--- src/rtl/vlg_pulse_gen_pkg.sv ---
// Shared definitions for the pulse-train transmitter: FSM state encoding and period limits.
// Replaces the former vlg_pulse_defs.vh include; encodings are unchanged.
package vlg_pulse_gen_pkg;

  typedef enum logic [1:0] {
    ST_IDLE = 2'd0,
    ST_HIGH = 2'd1,
    ST_LOW  = 2'd2
  } state_t;

  localparam int unsigned MIN_PERIOD = 2;

endpackage

--- src/rtl/vlg_pulse_gen_period_cnt.sv ---
// Loadable down-counter with zero flag; tracks position inside the current pulse period.
module vlg_pulse_period_cnt #(
  parameter int unsigned CNT_W = 16
) (
  input  logic             clk,
  input  logic             rst_n,
  input  logic             clear,
  input  logic             load,
  input  logic             en,
  input  logic [CNT_W-1:0] load_val,
  output logic [CNT_W-1:0] count,
  output logic             zero
);

  always_ff @(posedge clk or negedge rst_n) begin
    if (!rst_n) begin
      count <= '0;
    end else if (clear) begin
      count <= '0;
    end else if (load) begin
      count <= load_val;
    end else if (en) begin
      count <= count - CNT_W'(1);
    end
  end

  assign zero = (count == '0);

endmodule

--- src/rtl/vlg_pulse_gen.sv ---
// Programmable pulse-train transmitter: period words in over valid/ready, rising edges of
// o_pulse spaced exactly PERIOD cycles apart, gapless when the shadow word is ready in time.
module vlg_pulse_gen
  import vlg_pulse_gen_pkg::*;
#(
  parameter int unsigned CNT_W  = 16,
  parameter int unsigned HIGH_W = 1
) (
  input  logic             i_clk,
  input  logic             i_rst_n,
  input  logic             i_en,
  input  logic             i_vld,
  input  logic [CNT_W-1:0] i_period,
  output logic             o_rdy,
  output logic             o_pulse,
  output logic             o_busy,
  output logic             o_done,
  output logic             o_err,
  output logic [CNT_W-1:0] o_pulse_num
);

  localparam logic [CNT_W-1:0] MIN_P  = CNT_W'(MIN_PERIOD);
  localparam logic [CNT_W-1:0] HIGH_L = CNT_W'(HIGH_W);

  state_t           state, state_nxt;
  logic             shadow_vld;
  logic [CNT_W-1:0] shadow_period;
  logic [CNT_W-1:0] active_period;
  logic [CNT_W-1:0] p_m1;
  logic [CNT_W-1:0] h_len;
  logic [CNT_W-1:0] cnt;
  logic             cnt_zero;
  logic             accept;
  logic             short_word;
  logic             load;
  logic             dec;
  logic             pulse_q;
  logic             err_q;
  logic [CNT_W-1:0] pulse_num;

  assign o_rdy      = i_en & ~shadow_vld;
  assign accept     = i_vld & o_rdy;
  assign short_word = (i_period < MIN_P);

  // High time is clamped so every period keeps at least one low cycle.
  always_comb begin
    p_m1  = active_period - CNT_W'(1);
    h_len = (p_m1 < HIGH_L) ? p_m1 : HIGH_L;
  end

  always_comb begin
    state_nxt = state;
    load      = 1'b0;
    dec       = 1'b0;
    case (state)
      ST_IDLE: begin
        if (shadow_vld) begin
          load      = 1'b1;
          state_nxt = ST_HIGH;
        end
      end
      ST_HIGH: begin
        dec = 1'b1;
        if (cnt == active_period - h_len) state_nxt = ST_LOW;
      end
      ST_LOW: begin
        if (cnt_zero) begin
          if (shadow_vld) begin
            load      = 1'b1;
            state_nxt = ST_HIGH;
          end else begin
            state_nxt = ST_IDLE;
          end
        end else begin
          dec = 1'b1;
        end
      end
      default: state_nxt = ST_IDLE;
    endcase
    if (!i_en) begin
      state_nxt = ST_IDLE;
      load      = 1'b0;
      dec       = 1'b0;
    end
  end

  always_ff @(posedge i_clk or negedge i_rst_n) begin
    if (!i_rst_n) begin
      state         <= ST_IDLE;
      pulse_q       <= 1'b0;
      active_period <= '0;
      shadow_vld    <= 1'b0;
      shadow_period <= '0;
      err_q         <= 1'b0;
      pulse_num     <= '0;
    end else begin
      state   <= state_nxt;
      pulse_q <= (state_nxt == ST_HIGH);
      err_q   <= accept & short_word;
      if (load) active_period <= shadow_period;
      // Accept and consume are exclusive: o_rdy is only high while the shadow is empty.
      if (!i_en) begin
        shadow_vld <= 1'b0;
      end else if (accept) begin
        shadow_vld    <= 1'b1;
        shadow_period <= short_word ? MIN_P : i_period;
      end else if (load) begin
        shadow_vld <= 1'b0;
      end
      if (!i_en)     pulse_num <= '0;
      else if (load) pulse_num <= pulse_num + CNT_W'(1);
    end
  end

  vlg_pulse_period_cnt #(
    .CNT_W(CNT_W)
  ) u_period_cnt (
    .clk      (i_clk),
    .rst_n    (i_rst_n),
    .clear    (~i_en),
    .load     (load),
    .en       (dec),
    .load_val (shadow_period - CNT_W'(1)),
    .count    (cnt),
    .zero     (cnt_zero)
  );

  assign o_pulse     = pulse_q;
  assign o_busy      = (state != ST_IDLE);
  assign o_done      = (state == ST_LOW) & cnt_zero;
  assign o_err       = err_q;
  assign o_pulse_num = pulse_num;

endmodule
--- config.mk ---
export PLATFORM = sky130hd
export DESIGN_NAME = vlg_pulse_gen
export DESIGN_NICKNAME = d
export VERILOG_FILES = /design/src/rtl/vlg_pulse_gen_pkg.sv /design/src/rtl/vlg_pulse_gen_period_cnt.sv /design/src/rtl/vlg_pulse_gen.sv
export SDC_FILE = /design/constraint.sdc
export NUM_CORES = 1
export LEC_CHECK = 0
export ABC_AREA = 1
export BUFFER_PORTS_ARGS = -buffer_cell sky130_fd_sc_hd__buf_4
export CORE_UTILIZATION = 35
export CTS_BUF_LIST = sky130_fd_sc_hd__clkbuf_2
export DETAILED_ROUTE_END_ITERATION = 8
export PLACE_DENSITY = 0.58
export SKIP_LAST_GASP = 1
export SLEW_MARGIN = 20
export SYNTH_ARGS = -nofsm -noshare
export SYNTH_HDL_FRONTEND = slang
export SYNTH_SLANG_ARGS = --single-unit
--- constraint.sdc ---
create_clock -name i_clk -period 4.53 [get_ports i_clk]
set_clock_uncertainty 0.1 [all_clocks]
set_input_delay 0.906 -clock i_clk [delete_from_list [all_inputs] [get_ports i_clk]]
set_output_delay 0.906 -clock i_clk [all_outputs]
set_load 0.02 [all_outputs]
---- Word-level counts from Yosys, hierarchy flattened ----
Cells that the tools add are included.
storage, ports and cells
  register bits ........................... 69
  output and inout port bits .............. 21
  input port bits ......................... 20
  word-level logic and storage cells ...... 54
cells by class
  reduce and logical (&&, ||, !) cells .... 4
  eq/ne operators ......................... 7
  order comparisons ....................... 2
  mux-type cells .......................... 23
  bitwise logic cells ..................... 5
  $add $sub $neg .......................... 5
operators with widths
  cell                                                                      count
  16-bit two-way mux                                                        7
  16-bit by 1-bit subtractor with 16-bit output (second input constant)     3
  16-bit by 1-bit adder with 16-bit output (second input constant)          1
  16-bit == test                                                            1
  16-bit zero test                                                          1
  16-bit by 1-bit < comparator with 1-bit output (second input constant)    1
  16-bit by 2-bit < comparator with 1-bit output (second input constant)    1
  16-bit subtractor                                                         1
  1-bit two-way mux                                                         9
  2-bit two-way mux                                                         4
  3-bit by 1-bit inequality test with 1-bit output (second input constant)  2
  2-bit case mux with 3 select lines                                        1
  1-bit bitwise AND                                                         4
  2-bit by 1-bit == test with 1-bit output (second input constant)          2
  1-bit case mux with 2 select lines                                        2
  2-bit == test (second input constant)                                     1
  2-bit zero test                                                           1
  2-bit by 1-bit inequality test with 1-bit output (second input constant)  1
  2-bit AND reduction                                                       1
  2-bit nonzero test                                                        1
  1-bit inverter                                                            1

---- Logic depth before layout (Yosys ltp) ----
Gate-level depths: netlist of run 1.
  word-level depth ........................ 9
  depth in mapped cells ................... 32
  mapped depth without buffers ............ 32

---- Hierarchy ----
Synthesis of run 1 repeated with hierarchy kept, for this count alone.
unflattened totals
  cell total of the unflattened synthesis .. 666
  area, all modules ....................... 4785.8 um2
by module, submodules not included
  module                seq. area each (um2)  area each (um2)  cells each  times used
  vlg_pulse_gen         1326.3                3535.9           472         1
  vlg_pulse_period_cnt  400.4                 1249.9           194         1

---- Worst setup path before layout of run 1 ----
Ideal clock, no wire load.
  path kind ............................... reg-to-reg
  from .................................... register active_period[0]
  to ...................................... register pulse_q, in the netlist o_pulse
  slack ................................... 1.256 ns
  data required time ...................... 4.314 ns
  buffers on the path ..................... 0
  clock period less this slack ............ 3.274 ns
  stages on the path, launching flop included .. 28
  arrival ................................. 3.058 ns
  library setup time ...................... 0.116 ns
  cell sequence ........................... dfrtp_1 > inv_1 > ha_1 > inv_1 > nand2_1 > nand2_1 > nor2_1 > nand2_1 > nor2_1 > nand3_1 > nor2_1 > nand3_1 > or2_2 > ha_1 > nand2_1 > nand3_1 > nand2_1 > and2_1 > nand2_1 > xnor3_1 > nor2_1 > nand2_1 > nor2_1 > nand3_1 > nand3_1 > nand2_1 > nand2_1 > nor2_1
between the ends
  cells in the longest elaborated chain, start to end .. 9
ends and longest elaborated chain
  what                                            line                  source
  start: declaration                              vlg_pulse_gen.sv:28   logic [CNT_W-1:0] active_period;
  start signal: assignment                        vlg_pulse_gen.sv:100  if (load) active_period <= shadow_period;
  16-bit by 1-bit subtractor with 16-bit output   vlg_pulse_gen.sv:47   p_m1 = active_period - CNT_W'(1);
  16-bit by 1-bit < comparator with 1-bit output  vlg_pulse_gen.sv:48   h_len = (p_m1 < HIGH_L) ? p_m1 : HIGH_L;
  16-bit two-way mux                              vlg_pulse_gen.sv:48
  16-bit subtractor (*)                           vlg_pulse_gen.sv:64   if (cnt == active_period - h_len) state_nxt = ST_LOW;
  16-bit == test (*)                              vlg_pulse_gen.sv:64
  2-bit two-way mux (*)                           vlg_pulse_gen.sv:64
  2-bit case mux with 3 select lines (*)          vlg_pulse_gen.sv:55   case (state)
  2-bit two-way mux (*)                           vlg_pulse_gen.sv:80   if (!i_en) begin
  2-bit by 1-bit == test with 1-bit output (*)    vlg_pulse_gen.sv:98   pulse_q <= (state_nxt == ST_HIGH);
  end signal: assignment                          vlg_pulse_gen.sv:98
  end: declaration                                vlg_pulse_gen.sv:37   logic pulse_q;
Mark *: on every way between the ends. The rest lies on a longest branch, timed or not.
A chain may end at the register's enable or synchronous reset.

---- Worst setup path in the final report of run 1 ----
Same ends and word-level chain as after synthesis.

==> impl_metrics.yaml, run 1 <==
status:
  outcome: "complete, no violations"
worst_setup_path:
  endpoint_kind: "flip-flop"
  arrival_ns: 4.25
  reg2reg_from: "active_period[0]"
  cp-start-kind: "flip-flop"
  required_ns: 4.84
  reg2reg_slack_ns: 0.59
  regToRegEndpoint: "o_pulse"
  critPathMaxFanout: 6
  r2r_cells: 25
  path_class: "flip-flop to flip-flop"
die:
  die-area_um2: 13600
  initial_core_util_pct: 36.1
  die_h_um: 117
  num_rows: 41
  die_w_um: 117
  num_io_pins: 41
  coreArea_um2: 12700
detailed_routing:
  wl_per_cell_um: 13.9
  drc: 0
  vias_per_cell: 4.90
  drt_iter0_drc: 297
  drt_pass1_iterations: 5
  ant_nets: 0
  totalWireLength_mm: 11.9
  vias: 4217
cells_and_area:
  layout_common_cells: "200 x nand2_1, 69 x dfrtp_1, 68 x inv_1, 67 x nor2_1, 55 x nand3_1"
  syn_to_final_growth_pct: 11.9
  layout_commonest_cell: "nand2_1"
  drive_gt1_share_pct: 15.1
  n_fill_cell: 1413
  antennaDiodeCount: 0
  final_area_um2: 5140
  layout.nets: 715
place:
  port_buffers: 40
  gp_congestion: 0.903
  placedInstanceArea_um2: 5040
  dp_hpwl_mm: 9.21
timing:
  whs_ns: 0.324
  fin_crit_ns: 3.94
  timing.final.crit_share_pct: 87.1
  final_hold_viol_count: 0
  fmax_ghz: 0.254
  worst_pin_slew_ns: 0.891
  slew_headroom_pct: 40.6
  grt_setup_unrepaired: "false"
  slew_viol_final: 0
  tns_ns: 0
  finalSetupViolCount: 0
logic_synthesis:
  ys_types: 40
  synth_top_area_share_pct: 37.6
  yosys.area.top_type: "dfrtp_1"
  seq_area_frac_synth_pct: 37.6
  synthMuxAreaShare_pct: 0
  yosys.area_share.xor_xnor_pct: 5.85
  synth_edf_count: 0
  synth_adder_area_share_pct: 3.27
  avgSynthCellArea_um2: 7.17
  yosysWarnings: 0
  synth_area_leaders: "dfrtp_1 38%, nand2_1 16%, nand3_1 6.0%, inv_1 5.6%, nor2_1 5.5%"
  ys_seq_elements: 69
  synth_compound_gate_area_share_pct: 7.13
  synth-simple-area-share_pct: 37.9
  synthCells: 641
  synth_async_sr_flop_share_pct: 100
  syn_area_um2: 4600
  ys.flop_type: "dfrtp_1"
  synth_top_family_by_area: "simple AND/OR/NAND/NOR gates"
grt:
  grt_pass1_vias: 4019
  track_usage_pct: 19.3
  overflow: 0
  grt_pass1_wl_mm: 20.0
  antenna_found_initial: 0
  grt_max_degree: 70
clock_network:
  tritoncts: "yes"
  clock_path_buffers: 2
  cts_sinks: 69
  root_buffer: "clkbuf_2"
  numCtsBuffers: 9
  cts_max_level: 3
  cts_resized: 0
  insertion_delay_ns: 0.53
  cts_setup_buffers: 0
  postCtsHoldBufs: 0
  clkTransAtPathRegs_ns: 0.23
power_and_ir_drop:
  ir_worst_vdd_mv: 0.176
  powerDensity_nw_per_um2: 525
  power_leakage_uw: 0.00267
flow_run:
  drv_cap: 0
min_path:
  hp-class: "input port to asynchronous set/reset pin"
## critical path, stage by stage, from the launching register on
cell,delay (ns)
dfrtp_1,0.51
inv_1,0.15
ha_1,0.21
nand2_1,0.17
nor2_1,0.18
nand2_1,0.06
nand2_1,0.08
nand3_1,0.08
nor2_1,0.09
nand3_1,0.13
or2_2,0.30
ha_1,0.31
nand2_1,0.08
nand3_1,0.10
nand2_1,0.11
and2_1,0.20
nand2_1,0.11
xnor3_1,0.20
nor2_1,0.11
nand2_1,0.05
nor2_1,0.09
nand3_1,0.13
nand3_1,0.11
nand2_1,0.05
nand2_1,0.08
nor2_1,0.05
## sequential cells by signal, indices dropped and copies added, names as in the netlist
register	cells
active_period	16
o_err	1
o_pulse	1
o_pulse_num	16
shadow_period	16
shadow_vld	1
state	2
u_period_cnt.count	16
## synth_stat cells, types with 2 or more instances
| library cell | instances |
|---|---|
| nand2_1 | 200 |
| dfrtp_1 | 69 |
| inv_1 | 68 |
| nor2_1 | 67 |
| nand3_1 | 55 |
| o21ai_0 | 33 |
| nand2_2 | 16 |
| xor2_1 | 16 |
| a21oi_1 | 13 |
| ha_1 | 12 |
| nor2_2 | 12 |
| nand4_1 | 8 |
| xnor2_1 | 7 |
| clkbuf_1 | 6 |
| nand2_4 | 6 |
| nor3_1 | 6 |
| o22ai_1 | 6 |
| nor4_1 | 5 |
| buf_6 | 4 |
| inv_2 | 4 |
| nor2_4 | 4 |
| xnor3_1 | 3 |
| and2_1 | 2 |
| o21ai_1 | 2 |
| or2_2 | 2 |
## area by class of cell
class                   count  area (µm²)  area share (%)
well taps                 172         215            4.18
clock inverters             6        53.8            1.05
inverters                  74         282            5.47
repair buffers             42         315            6.13
flip-flops and latches     69        1730            33.6
multi-input cells         487        2500            48.6
clock buffers              10        50.0           0.973
## routing by layer
| metal | track usage [%] | routed length, µm | vias up | share of wire [%] |
|---|---|---|---|---|
| li1 | - | - | 2117 | - |
| met1 | 27.1 | 5490 | 1952 | 46 |
| met2 | 30.0 | 5430 | 130 | 45 |
| met3 | 3.37 | 810 | 18 | 6.8 |
| met4 | 6.16 | 220 | 0 | 1.8 |
| met5 | 0 | 0 | - | 0 |
## power breakdown
part / internal (µW) / switching, µW / total [µW]
clock: 123 / 230 / 354
combinational: 534 / 884 / 1420
sequential: 749 / 178 / 927
## worst max path at each step
stage / from / end / slack [ns]
after floorplan: active_period[0] / o_pulse / 1.26
after global placement: active_period[0] / o_pulse / 0.84
after detailed placement: active_period[0] / state[1] / 0.74
after CTS: active_period[0] / o_pulse / 0.60
after global routing: active_period[0] / state[1] / 0.05
final: active_period[0] / o_pulse / 0.59
## logic make-up (layout without fill, tap and decap cells)
family,count (synthesis),count (layout)
AOI/OAI and AO/OA,60,60
xor gates and xnor gates,26,26
adders and majority gates,12,12
buffers and inverters,87,132
DFF,69,69
other,1,3
and+or+nand+nor,386,386
## metrics by stage
stage               std cells  worst slack (ns)  power (µW)  utilization [%]
floorplan                 643              1.26        2020                -
global placement          844             0.840        2340             39.6
detailed placement        844             0.744        2350             39.6
CTS                       860             0.602        2710             40.4
global route              860            0.0513        2950             40.4
finish                    860             0.586        2700             40.4
No activity file was read; power rests on OpenSTA's default activity.
==> run 2, diff against run 1 <==
--- a/config.mk
+++ b/config.mk
@@ -8,7 +8,6 @@
 export ABC_AREA = 1
 export BUFFER_PORTS_ARGS = -buffer_cell sky130_fd_sc_hd__buf_4
 export CORE_UTILIZATION = 35
-export CTS_BUF_LIST = sky130_fd_sc_hd__clkbuf_2
 export DETAILED_ROUTE_END_ITERATION = 8
 export PLACE_DENSITY = 0.58
 export SKIP_LAST_GASP = 1
==> impl_metrics.yaml, run 2 (synthesis gave the netlist of run 1 again) <==
status:
  outcome: "complete, no violations"
clock_network:
  clock_path_buffers: 2
  insertion_delay_ns: 0.33
  tritoncts: "yes"
  root_buffer: "clkbuf_16"
  cts_setup_buffers: 0
  cts_max_level: 3
  clkTransAtPathRegs_ns: 0.06
  cts_resized: 0
  numCtsBuffers: 9
  cts_sinks: 69
  postCtsHoldBufs: 0
worst_setup_path:
  reg2reg_from: "active_period[0]"
  regToRegEndpoint: "o_pulse"
  r2r_cells: 25
  required_ns: 4.65
  arrival_ns: 4.00
  endpoint_kind: "flip-flop"
  reg2reg_slack_ns: 0.64
  path_class: "flip-flop to flip-flop"
  critPathMaxFanout: 6
  cp-start-kind: "flip-flop"
timing:
  slew_headroom_pct: 39.9
  tns_ns: 0
  timing.final.crit_share_pct: 85.8
  worst_pin_slew_ns: 0.901
  fin_ws_ns: 0.644
  slew_viol_final: 0
  fin_crit_ns: 3.89
  final_hold_viol_count: 0
  fmax_ghz: 0.257
  grt_setup_unrepaired: "false"
  finalSetupViolCount: 0
min_path:
  hold_start: "o_pulse_num[15]"
  hp-class: "flip-flop to flip-flop"
  whs_path_depth: 1
  min_to: "o_pulse_num[15]"
grt:
  grt_pass1_vias: 4066
  antenna_found_initial: 0
  grt_max_degree: 70
  track_usage_pct: 19.4
  grt_pass1_wl_mm: 20.1
  overflow: 0
power_and_ir_drop:
  power_frac_clock_pct: 23.8
  p_int_uw: 1760
  p_sw_uw: 1330
  power_leakage_uw: 0.00276
  ir_worst_vdd_mv: 0.200
  p_comb_share_pct: 46.1
  pwr-share-seq_pct: 30.1
  p_sw_share_pct: 43.2
  powerDensity_nw_per_um2: 577
flow_run:
  drv_cap: 0
die:
  num_io_pins: 41
  die_h_um: 117
  initial_core_util_pct: 36.1
  num_rows: 41
  die_w_um: 117
  die-area_um2: 13600
  coreArea_um2: 12700
place:
  port_buffers: 40
  pre_cts_slack_ns: 0.744
  gp_congestion: 0.903
  dp_hpwl_mm: 9.21
detailed_routing:
  ant_nets: 0
  wl_per_cell_um: 14.1
  totalWireLength_mm: 12.1
  vias_per_cell: 4.91
  drc: 0
  vias: 4223
  drt_pass1_iterations: 5
  drt_iter0_drc: 268
cells_and_area:
  layout.nets: 715
  layout_common_cells: "200 x nand2_1, 69 x dfrtp_1, 68 x inv_1, 67 x nor2_1, 55 x nand3_1"
  drive_gt1_share_pct: 15.4
  layout_commonest_cell: "nand2_1"
  antennaDiodeCount: 0
  final_core_util_pct: 42.1
  syn_to_final_growth_pct: 16.5
-- run 2: metal layers --
layer	GRT usage, %	vias up	share of wire [%]
li1	-	2113	-
met1	27.0	1997	48
met2	30.6	101	46
met3	2.91	12	4.1
met4	6.92	0	1.9
met5	0	-	0
-- run 2: area by class of cell --
class	instances	area (µm²)
Clock buffer	13	270
Tap cell	172	215
Sequential cell	69	1730
Fill cell	1390	7370
Multi-Input combinational cell	487	2500
Timing Repair Buffer	42	315
Clock inverter	3	42.5
Inverter	74	282
-- run 2: power groups by stage --
stage / clock network (µW) / logic, µW / registers [µW]
after floorplan: 0 / 1150 / 875
after global placement: 0 / 1410 / 931
after detailed placement: 0 / 1420 / 937
after CTS: 747 / 1430 / 928
after global routing: 772 / 1620 / 951
final: 735 / 1420 / 931
-- run 2: metrics by stage --
step	area [µm²]	hold WS (ns)	total power [µW]	instances
finish	5350	0.363	3090	860
global route	5350	0.378	3340	860
CTS	5350	0.365	3100	860
detailed placement	5040	0.357	2350	844
global placement	5040	0.347	2340	844
floorplan	4600	0.349	2020	643
-- run 2: worst max path at each step --
stage	startpoint	to	slack, ns	cells past startpoint
2_1_floorplan	active_period[0]	o_pulse	1.26	27
3_3_place_gp	active_period[0]	o_pulse	0.84	29
3_5_place_dp	active_period[0]	state[1]	0.74	26
4_1_cts	active_period[0]	o_pulse	0.64	25
5_1_grt	active_period[0]	state[1]	0.10	32
6_report	active_period[0]	o_pulse	0.64	25
-- run 2: worst max-delay path, stage by stage (launching register included) --
cell and delay, ns:
dfrtp_1 0.45, inv_1 0.15, ha_1 0.21, nand2_1 0.17
nor2_1 0.18, nand2_1 0.06, nand2_1 0.08, nand3_1 0.08
nor2_1 0.09, nand3_1 0.13, or2_2 0.30, ha_1 0.31
nand2_1 0.08, nand3_1 0.09, nand2_1 0.11, and2_1 0.20
nand2_1 0.11, xnor3_1 0.20, nor2_1 0.11, nand2_1 0.05
nor2_1 0.09, nand3_1 0.13, nand3_1 0.11, nand2_1 0.05
nand2_1 0.08, nor2_1 0.05
==> run 3, diff against run 2 <==
--- a/config.mk
+++ b/config.mk
@@ -6,10 +6,10 @@
 export NUM_CORES = 1
 export LEC_CHECK = 0
 export ABC_AREA = 1
-export BUFFER_PORTS_ARGS = -buffer_cell sky130_fd_sc_hd__buf_4
 export CORE_UTILIZATION = 35
 export DETAILED_ROUTE_END_ITERATION = 8
-export PLACE_DENSITY = 0.58
+export DONT_BUFFER_PORTS = 1
+export PLACE_DENSITY = 0.55
 export SKIP_LAST_GASP = 1
 export SLEW_MARGIN = 20
 export SYNTH_ARGS = -nofsm -noshare
==> impl_metrics.yaml, run 3 (synthesis gave the netlist of run 1 again) <==
die:
  num_io_pins: 41
  num_rows: 41
  die-area_um2: 13600
  initial_core_util_pct: 36.1
  coreArea_um2: 12700
  die_w_um: 117
  die_h_um: 117
clock_network:
  postCtsHoldBufs: 0
  cts_setup_buffers: 0
  clock_path_buffers: 2
  cts_sinks: 69
  cts_resized: 0
  root_buffer: "clkbuf_16"
  tritoncts: "yes"
  cts_max_level: 3
  insertion_delay_ns: 0.34
  clkTransAtPathRegs_ns: 0.06
  numCtsBuffers: 9
worst_setup_path:
  slowest_stage: "dfrtp_1"
  cp_slowest_stage_delay_ns: 0.46
  startpoint: "active_period[0]"
  r2r_cells: 30
  reg2reg_slack_ns: 0.70
  path_common_cell: "nand2_1"
  path_class: "flip-flop to flip-flop"
  arrival_ns: 4.01
  reg2reg_from: "active_period[0]"
  cp-start-kind: "flip-flop"
  critPathMaxFanout: 6
  required_ns: 4.70
  regToRegEndpoint: "state[1]"
  worstSetupEndpoint: "state[1]"
  endpoint_kind: "flip-flop"
flow_run:
  drv_cap: 0
cells_and_area:
  layout_commonest_cell: "nand2_1"
  antennaDiodeCount: 0
  final_core_util_pct: 39.8
  syn_to_final_growth_pct: 10.2
  layout_common_cells: "200 x nand2_1, 69 x dfrtp_1, 68 x inv_1, 67 x nor2_1, 55 x nand3_1"
  drive_gt1_share_pct: 10.3
  layout.nets: 675
grt:
  antenna_found_initial: 0
  overflow: 0
  use_met3_pct: 4.51
  grt_pass1_wl_mm: 20.0
  grt_pass1_vias: 4029
  gr-usage-met1_pct: 26.5
  grt-busiest-layer: "met2"
  met2_usage_pct: 30.1
  track_usage_pct: 19.4
  grt_max_degree: 70
detailed_routing:
  drt_pass1_iterations: 5
  drt_iter0_drc: 172
  drc: 0
  totalWireLength_mm: 11.9
  wl_per_cell_um: 14.6
  vias_per_cell: 4.88
  ant_nets: 0
  vias: 4005
timing:
  grt_setup_unrepaired: "false"
  slew_viol_final: 0
  finalSetupViolCount: 0
  slew_headroom_pct: 57.2
  fin_crit_ns: 3.83
  worst_pin_slew_ns: 0.637
  fin_ws_ns: 0.696
  whs_ns: 0.159
  final_hold_viol_count: 0
  tns_ns: 0
  timing.final.crit_share_pct: 84.6
  fmax_ghz: 0.261
power_and_ir_drop:
  ir_worst_vdd_mv: 0.200
  power_leakage_uw: 0.00256
  p_total_uw: 3080
  powerDensity_nw_per_um2: 608
place:
  gp_congestion: 0.906
  pre_cts_slack_ns: 0.746
  port_buffers: 0
  dp_hpwl_mm: 9.10
status:
  outcome: "complete, no violations"
min_path:
  hp-class: "input port to asynchronous set/reset pin"
-- run 3: report_power, final --
group	internal [µW]	total [µW]	switching, µW	leakage (µW)
Clock	496	770	275	0.000158
Sequential	752	931	179	0.000905
Combinational	518	1380	862	0.00150
-- run 3: how the worst min path moves through the flow --
stage / slack [ns] / end / cells after the start / startpoint
finish: 0.16 / active_period[1] / 0 / i_rst_n
global route: 0.14 / active_period[1] / 0 / i_rst_n
CTS: 0.15 / active_period[1] / 0 / i_rst_n
detailed placement: 0.37 / shadow_period[3] / 2 / shadow_period[3]
global placement: 0.36 / shadow_period[6] / 2 / shadow_period[6]
floorplan: 0.35 / shadow_period[15] / 2 / shadow_period[15]
-- run 3: final cells by class --
cell class	instances	area, µm²
clock buffer	10	239
timing repair buffer	2	15.0
tap	172	215
sequential	69	1730
clock inverter	6	86.3
fill	1383	7660
inverter	74	282
multi-input combinational	487	2500
-- run 3: worst max-delay path, delay by kind of cell, from the launching register on --
kind                       cells  cell delay (ns)
and+or+nand+nor               25             2.46
adders and majority gates      2             0.51
buffers and inverters          3             0.23
DFF                            1             0.46
-- run 3: stage by stage --
stage	cells	instance area, µm²
final	820	5060
after CTS	820	5060
after global placement	804	4740
after detailed placement	804	4740
after floorplan	643	4600
after global routing	820	5060
-- run 3: layer usage --
layer	vias to the layer above	wire length (µm)
met3	17	641
met1	1866	5710
met4	0	214
met2	83	5390
li1	2039	-
met5	-	0
